==> src/rtl/bcp_pkg.sv <==
// Shared types for the sequential BCP processing element.
// lit_t / clause_t describe the default 11-bit, 3-literal configuration;
// the modules themselves size their vectors from their own parameters.
package bcp_pkg;

    localparam int DEF_LIT_W   = 11;
    localparam int DEF_CLA_LEN = 3;

    typedef logic signed [DEF_LIT_W-1:0] lit_t;
    typedef lit_t [DEF_CLA_LEN-1:0]      clause_t;

    typedef enum logic [1:0] {
        IDLE = 2'd0,
        SCAN = 2'd1,
        EMIT = 2'd2,
        HALT = 2'd3
    } state_e;

endpackage

==> src/rtl/bcp_clause_eval.sv <==
// Combinational evaluation of one clause against a decision literal:
// prunes literals equal to -dec and classifies the result.
module bcp_clause_eval #(
    parameter int LIT_W   = 11,
    parameter int CLA_LEN = 3
) (
    input  logic [CLA_LEN*LIT_W-1:0] clause_i,
    input  logic [LIT_W-1:0]         dec_i,
    output logic [CLA_LEN*LIT_W-1:0] pruned_o,
    output logic                     sat_o,
    output logic                     conflict_o,
    output logic                     unit_o,
    output logic [LIT_W-1:0]         unit_lit_o
);

    localparam int CNT_W = $clog2(CLA_LEN + 1) + 1;

    logic [LIT_W-1:0] negDec;
    logic [CNT_W-1:0] liveCount;

    assign negDec = -dec_i;

    // Mark satisfaction, zero falsified literals, then count what is left alive.
    always_comb begin
        sat_o      = 1'b0;
        pruned_o   = clause_i;
        liveCount  = '0;
        unit_lit_o = '0;
        for (int i = 0; i < CLA_LEN; i++) begin
            if (clause_i[i*LIT_W +: LIT_W] == dec_i) begin
                sat_o = 1'b1;
            end
            if (clause_i[i*LIT_W +: LIT_W] == negDec) begin
                pruned_o[i*LIT_W +: LIT_W] = '0;
            end
        end
        for (int i = 0; i < CLA_LEN; i++) begin
            if (pruned_o[i*LIT_W +: LIT_W] != '0) begin
                liveCount  = liveCount + CNT_W'(1);
                unit_lit_o = pruned_o[i*LIT_W +: LIT_W];
            end
        end
    end

    assign conflict_o = !sat_o && (liveCount == '0);
    assign unit_o     = !sat_o && (liveCount == CNT_W'(1));

endmodule

==> src/rtl/bcp_pe_seq.sv <==
// Sequential Boolean constraint propagation element: loads clauses into a
// local store, then scans them one per cycle against each decision literal,
// emitting implications and halting on conflict.
// Optional feature: define BCP_PE_SEQ_STATS_EN to add the saturating
// 16-bit imp_total implication counter port.
module bcp_pe_seq
    import bcp_pkg::*;
#(
    parameter int LIT_W   = 11,
    parameter int CLA_LEN = 3,
    parameter int DEPTH   = 16
) (
    input  logic                     clk,
    input  logic                     rst_n,
    input  logic                     clear,
    input  logic                     cla_valid,
    output logic                     cla_ready,
    input  logic [CLA_LEN*LIT_W-1:0] cla_in,
    input  logic                     dec_valid,
    output logic                     dec_ready,
    input  logic [LIT_W-1:0]         dec_lit,
    output logic                     imp_valid,
    input  logic                     imp_ready,
    output logic [LIT_W-1:0]         imp_lit,
    output logic                     busy,
    output logic                     sat,
    output logic                     conflict,
    output logic [$clog2(DEPTH):0]   cla_count
`ifdef BCP_PE_SEQ_STATS_EN
    ,
    output logic [15:0]              imp_total
`endif
);

    localparam int CW = $clog2(DEPTH) + 1;
    localparam int IW = (DEPTH > 1) ? $clog2(DEPTH) : 1;

    typedef logic [CLA_LEN*LIT_W-1:0] clauseVec_t;

    state_e           state_q, state_d;
    logic [CW-1:0]    count_q, count_d;
    logic [IW-1:0]    scanIdx_q, scanIdx_d;
    logic [DEPTH-1:0] satMarks_q, satMarks_d;
    logic [LIT_W-1:0] decLit_q, decLit_d;
    logic [LIT_W-1:0] impLit_q, impLit_d;
    logic             sat_q, sat_d;
    logic             conflict_q, conflict_d;

    clauseVec_t       store_q [DEPTH];
    logic             storeWe;
    logic [IW-1:0]    storeAddr;
    clauseVec_t       storeData;

    clauseVec_t       curClause, prunedClause;
    logic             evalSat, evalConflict, evalUnit;
    logic [LIT_W-1:0] evalUnitLit;

    logic [DEPTH-1:0] loadedMask;
    logic             claFire, decFire, lastSlot, advance, finishScan;

    assign curClause = store_q[scanIdx_q];

    bcp_clause_eval #(
        .LIT_W   (LIT_W),
        .CLA_LEN (CLA_LEN)
    ) u_eval (
        .clause_i   (curClause),
        .dec_i      (decLit_q),
        .pruned_o   (prunedClause),
        .sat_o      (evalSat),
        .conflict_o (evalConflict),
        .unit_o     (evalUnit),
        .unit_lit_o (evalUnitLit)
    );

    assign cla_ready = (state_q == IDLE) && (count_q < CW'(DEPTH)) && !clear;
    // A clause load wins over a simultaneous decision, so the decision is held off.
    assign dec_ready = (state_q == IDLE) && (count_q != '0) && !clear
                       && !(cla_valid && cla_ready);
    assign claFire   = cla_valid && cla_ready;
    assign decFire   = dec_valid && dec_ready;
    assign imp_valid = (state_q == EMIT);
    assign imp_lit   = impLit_q;
    assign busy      = (state_q == SCAN) || (state_q == EMIT);
    assign sat       = sat_q;
    assign conflict  = conflict_q;
    assign cla_count = count_q;
    assign lastSlot  = (CW'(scanIdx_q) == (count_q - CW'(1)));

    // Which slots currently hold a loaded clause.
    always_comb begin
        loadedMask = '0;
        for (int i = 0; i < DEPTH; i++) begin
            loadedMask[i] = (CW'(i) < count_q);
        end
    end

    // Next-state logic: load, decision accept, per-slot scan, emit and halt.
    always_comb begin
        state_d    = state_q;
        count_d    = count_q;
        scanIdx_d  = scanIdx_q;
        satMarks_d = satMarks_q;
        decLit_d   = decLit_q;
        impLit_d   = impLit_q;
        sat_d      = sat_q;
        conflict_d = conflict_q;
        storeWe    = 1'b0;
        storeAddr  = scanIdx_q;
        storeData  = prunedClause;
        advance    = 1'b0;
        finishScan = 1'b0;

        unique case (state_q)
            IDLE: begin
                if (claFire) begin
                    storeWe   = 1'b1;
                    storeAddr = count_q[IW-1:0];
                    storeData = cla_in;
                    count_d   = count_q + CW'(1);
                    sat_d     = 1'b0;
                end else if (decFire) begin
                    decLit_d  = dec_lit;
                    scanIdx_d = '0;
                    state_d   = SCAN;
                end
            end
            SCAN: begin
                if (decLit_q == '0) begin
                    state_d = IDLE;
                end else if (satMarks_q[scanIdx_q]) begin
                    advance = 1'b1;
                end else begin
                    storeWe = 1'b1;
                    if (evalSat) begin
                        satMarks_d[scanIdx_q] = 1'b1;
                        advance               = 1'b1;
                    end else if (evalConflict) begin
                        conflict_d = 1'b1;
                        state_d    = HALT;
                    end else if (evalUnit) begin
                        impLit_d = evalUnitLit;
                        state_d  = EMIT;
                    end else begin
                        advance = 1'b1;
                    end
                end
            end
            EMIT: begin
                if (imp_ready) begin
                    advance = 1'b1;
                end
            end
            HALT: begin
                state_d = HALT;
            end
            default: begin
                state_d = IDLE;
            end
        endcase

        if (advance) begin
            if (lastSlot) begin
                state_d    = IDLE;
                finishScan = 1'b1;
            end else begin
                scanIdx_d = scanIdx_q + IW'(1);
                state_d   = SCAN;
            end
        end

        if (finishScan) begin
            sat_d = &(satMarks_d | ~loadedMask);
        end

        if (clear) begin
            state_d    = IDLE;
            count_d    = '0;
            satMarks_d = '0;
            sat_d      = 1'b0;
            conflict_d = 1'b0;
            impLit_d   = '0;
            storeWe    = 1'b0;
        end
    end

    // Control and flag registers.
    always_ff @(posedge clk or negedge rst_n) begin
        if (!rst_n) begin
            state_q    <= IDLE;
            count_q    <= '0;
            scanIdx_q  <= '0;
            satMarks_q <= '0;
            decLit_q   <= '0;
            impLit_q   <= '0;
            sat_q      <= 1'b0;
            conflict_q <= 1'b0;
        end else begin
            state_q    <= state_d;
            count_q    <= count_d;
            scanIdx_q  <= scanIdx_d;
            satMarks_q <= satMarks_d;
            decLit_q   <= decLit_d;
            impLit_q   <= impLit_d;
            sat_q      <= sat_d;
            conflict_q <= conflict_d;
        end
    end

    // Clause store: not reset, slots become meaningful only once loaded.
    always_ff @(posedge clk) begin
        if (storeWe) begin
            store_q[storeAddr] <= storeData;
        end
    end

`ifdef BCP_PE_SEQ_STATS_EN
    logic [15:0] impTotal_q;

    // Saturating count of implication transfers.
    always_ff @(posedge clk or negedge rst_n) begin
        if (!rst_n) begin
            impTotal_q <= '0;
        end else if (clear) begin
            impTotal_q <= '0;
        end else if (imp_valid && imp_ready && (impTotal_q != 16'hFFFF)) begin
            impTotal_q <= impTotal_q + 16'd1;
        end
    end

    assign imp_total = impTotal_q;
`endif

endmodule

==> config.mk <==
export PLATFORM = sky130hd
export DESIGN_NAME = bcp_pe_seq
export DESIGN_NICKNAME = d
export VERILOG_FILES = /design/src/rtl/bcp_pkg.sv /design/src/rtl/bcp_clause_eval.sv /design/src/rtl/bcp_pe_seq.sv
export SDC_FILE = /design/constraint.sdc
export NUM_CORES = 1
export LEC_CHECK = 0
export BUFFER_PORTS_ARGS = -buffer_cell sky130_fd_sc_hd__buf_2
export CAP_MARGIN = 30
export CORE_ASPECT_RATIO = 0.7
export CORE_MARGIN = 1.5
export CORE_UTILIZATION = 37
export CTS_CLUSTER_SIZE = 8
export DETAILED_ROUTE_END_ITERATION = 12
export GPL_TIMING_DRIVEN = 0
export PLACE_DENSITY = 0.58
export SLEW_MARGIN = 20
export SYNTH_ARGS = -nofsm -noshare
export SYNTH_HDL_FRONTEND = slang
export SYNTH_SLANG_ARGS = --single-unit
==> constraint.sdc <==
create_clock -name clk -period 5.16 [get_ports clk]
set_input_delay 0.258 -clock clk [delete_from_list [all_inputs] [get_ports clk]]
set_output_delay 0.258 -clock clk [all_outputs]
set_load 0.1 [all_outputs]
==> impl_metrics.csv <==
group,metric,value,unit
routing,antenna_left,0,
clock_tree,cts_buffer_depth,3,
grt,grt_max_degree,52,
worst_hold_path,hold_depth,3,
synth,synth-edff-count,528,
synth,synth_area_leaders,"edfxtp_1 61%, mux4_2 10%, dfrtp_1 4.9%",
routing,drt-pass1-iter-count,5,
timing,tightest_slew,1.01,ns
synth,synthFlopType,"edfxtp_1",
worst_hold_path,hold_path_end,"store_q[12][13]",
floorplanning,core_region_area,0.0686,mm²
floorplanning,die_h,224,µm
finish,drive_above_1_share,28.9,%
routing,drt_iter0_markers,2223,
setup_path,timing.rr.end,"imp_lit[5]",
timing,fin_skew,0.0373,ns
synth,seq_area_frac_synth,66.4,%
synth,async_reset_ff_share,8.81,%
setup_path,critPathArrivalTime,5.58,ns
clock_tree,clk_latency,0.64,ns
grt,grt_pass1_vias,15900,
worst_hold_path,hp-start,"cla_in[13]",
setup_path,max_stage_delay,0.52,ns
setup_path,path_cells,"buf_2, buf_6, buf_6, buf_6, mux4_2, mux2i_4, nand2_1, and3_1, or4_1, nor4_4, a21oi_1, ha_1, inv_1, or3_4, a211oi_4, buf_6, nor2_1, a311oi_2",
synth,avgSynthCellArea,16.4,µm²
finish,final_cells,2746,
grt,grt_pass1_wl,121,mm
synth,synth_top_cell_by_area,"edfxtp_1",
setup_path,path_buf_inv,6,
floorplanning,io_pins,72,
floorplanning,rows,80,
grt,antenna_found_initial,1,
setup_path,crit_path_end_kind,"flop",
setup_path,crit_type,"reg -> reg",
setup_path,reg2reg_depth,18,
clock_tree,cts_htree_levels,3,
grt,grt-ovfl-total,0,
timing,fin_crit,5.07,ns
synth,synth_cells,1576,
status,status,"finished clean",
synth,yosys_warnings,0,
setup_path,cp-start-kind,"flop",
finish,area_growth,20.9,%
synth,yosys_register_bits,579,
place,place_hpwl,61.2,mm
setup_path,rr_startpoint,"scanIdx_q[3]",
worst_hold_path,hp-class,"in -> reg",
clock_tree,numCtsBuffers,82,
finish,nets,1879,
place,place_inst,2602,
timing,post-route-period-util,98.2,%
floorplanning,die_w,319,µm
synth,synth_top_area_share,61.4,%
synth,ys_types,84,
routing,num_vias,16400,
clock_tree,clk_pin_slew,0.06,ns
setup_path,worstPathRequired,5.67,ns
timing,hold_ws,0.0305,ns
timing,setup_violations,0,
timing,rsz0062_at_grt,"false",
setup_path,path_common_cell,"buf_6",
setup_path,cp_max_fo,10,
clock_tree,cts_sinks,579,
grt,track_usage,24.0,%
pwr,p_per_area,477,mW/mm²
place,gp_congestion,0.962,
finish,n_antenna_cell,0,
routing,wl_per_cell,31.2,µm
timing,fmaxAchievable,0.197,GHz
routing,drc,0,
pwr,p_leak,10.4,nW
floorplanning,die_area,0.0714,mm²
timing,hold_violations,0,
clock_tree,clockRootBuffer,"clkbuf_16",
setup_path,critPathTopFamily,"simple AND/OR/NAND/NOR gates",
job,drv_cap,0,
place,place.port_buffers,71,
routing,viasPerCell,5.97,
setup_path,r2r_slack,0.09,ns
pwr,peakVddDrop,0.275,mV
timing,relSlewSlack,31.9,%
routing,drt-total-wl,85.7,mm
floorplanning,initial_core_util,37.6,%
timing,final_max_slew_viol_count,0,
setup_path,cp_slowest_cell,"or4_1",
synth,synth_fp_nets,1640,
synth,syn_area,0.0258,mm²
clock_tree,cts_tree,"done",
==> metrics by stage <==
step	util, %	TNS, ns	cell area (µm²)	setup WS [ns]	total power [mW]
3_3_place_gp	39.8	-1481.36	27300	-2.50	9.58
5_1_grt	45.5	0	31200	0.00320	15.3
6_report	45.5	0	31200	0.0945	14.9
4_1_cts	45.1	0	30900	0.00585	14.7
3_5_place_dp	41.5	-16.06	28400	-0.775	9.78
2_1_floorplan	-	0	25800	0.0707	8.26
==> cell usage after synthesis, types with 14 or more instances <==
master	n
edfxtp_1	528
mux4_2	117
nand2_1	112
mux2i_1	91
nor2_1	79
dfrtp_1	51
xnor2_1	47
o21ai_0	44
a21oi_1	36
mux2_2	31
clkbuf_1	29
inv_1	27
buf_6	26
xor2_1	26
nand3_1	23
nor3_1	22
buf_2	17
a22oi_1	16
buf_4	15
a31oi_1	14
ha_1	14
==> area by class of cell <==
| cell class | instances | area [µm²] |
|---|---|---|
| plain buffers | 93 | 689 |
| clock buffers | 105 | 2140 |
| clock inverters | 8 | 131 |
| fillers | 5874 | 37400 |
| inverters | 29 | 114 |
| multi-input cells | 874 | 8280 |
| flip-flops and latches | 579 | 17100 |
| well taps | 902 | 1130 |
| repair buffers | 156 | 1580 |
==> metal layers <==
layer  GRT usage, %  wire (µm)  vias up
li1               -          -     6719
met1           37.4      38900     8623
met2           32.9      35200      954
met3           7.32      10400      101
met4           4.45       1100        0
met5              0          0        -
==> worst max path at each step <==
stage	from	slack, ns	depth (start not counted)	end
floorplan	cla_count[4]	0.07	6	store_q[0][0]
global placement	scanIdx_q[1]	-2.50	11	store_q[15][3]
detailed placement	scanIdx_q[1]	-0.78	18	imp_lit[5]
CTS	scanIdx_q[3]	0.006	18	imp_lit[5]
global route	scanIdx_q[3]	0.003	19	imp_lit[1]
finish	scanIdx_q[3]	0.09	18	imp_lit[5]
==> repair_timing <==
action / CTS / global route
buffers inserted: 2 / 3
pin swaps: 2 / 1
hold buffers: 13 / 0
hold endpoints to repair: 63 / 0
gates resized for setup: 24 / 27
endpoints found under the setup margin: 177 / 16
==> cell usage in the layout, fill, tap and decap left out, types with 23 or more instances in the layout <==
| cell | instances |
|---|---|
| inv_1 | 27 |
| clkbuf_1 | 50 |
| buf_4 | 43 |
| a21oi_1 | 36 |
| mux2i_1 | 84 |
| buf_6 | 27 |
| dfrtp_1 | 50 |
| xor2_1 | 26 |
| edfxtp_1 | 528 |
| clkbuf_16 | 82 |
| nand2_1 | 111 |
| nor2_1 | 60 |
| buf_2 | 84 |
| o21ai_0 | 23 |
| xnor2_1 | 46 |
| nand3_1 | 23 |
| mux2_2 | 31 |
| mux4_2 | 117 |
==> state kept, by name (all words and copies together), names as in the netlist <==
| register | cells |
|---|---|
| store_q | 528 |
| satMarks_q | 16 |
| decLit_q | 11 |
| imp_lit | 11 |
| cla_count | 5 |
| scanIdx_q | 4 |
| state_q | 2 |
| conflict | 1 |
| sat | 1 |
==> worst min-delay path, cell delays in order <==
cell,delay (ns)
buf_2,0.09
nand2_1,0.04
o21ai_1,0.13
==> logic make-up after synthesis <==
family                     share of synthesized area [%]
AOI/OAI and AO/OA                                   6.38
xor gates and xnor gates                            2.48
adders and majority gates                          0.679
buffers and inverters                               2.85
DFF                                                 66.4
muxes                                               15.1
and+or+nand+nor                                     6.15
==> where the power goes <==
part	internal, mW	switching, mW
clock	2.88	1.96
combinational	1.38	2.79
sequential	5.79	0.0686
total	10.1	4.82
No activity file was read; power rests on OpenSTA's default activity.
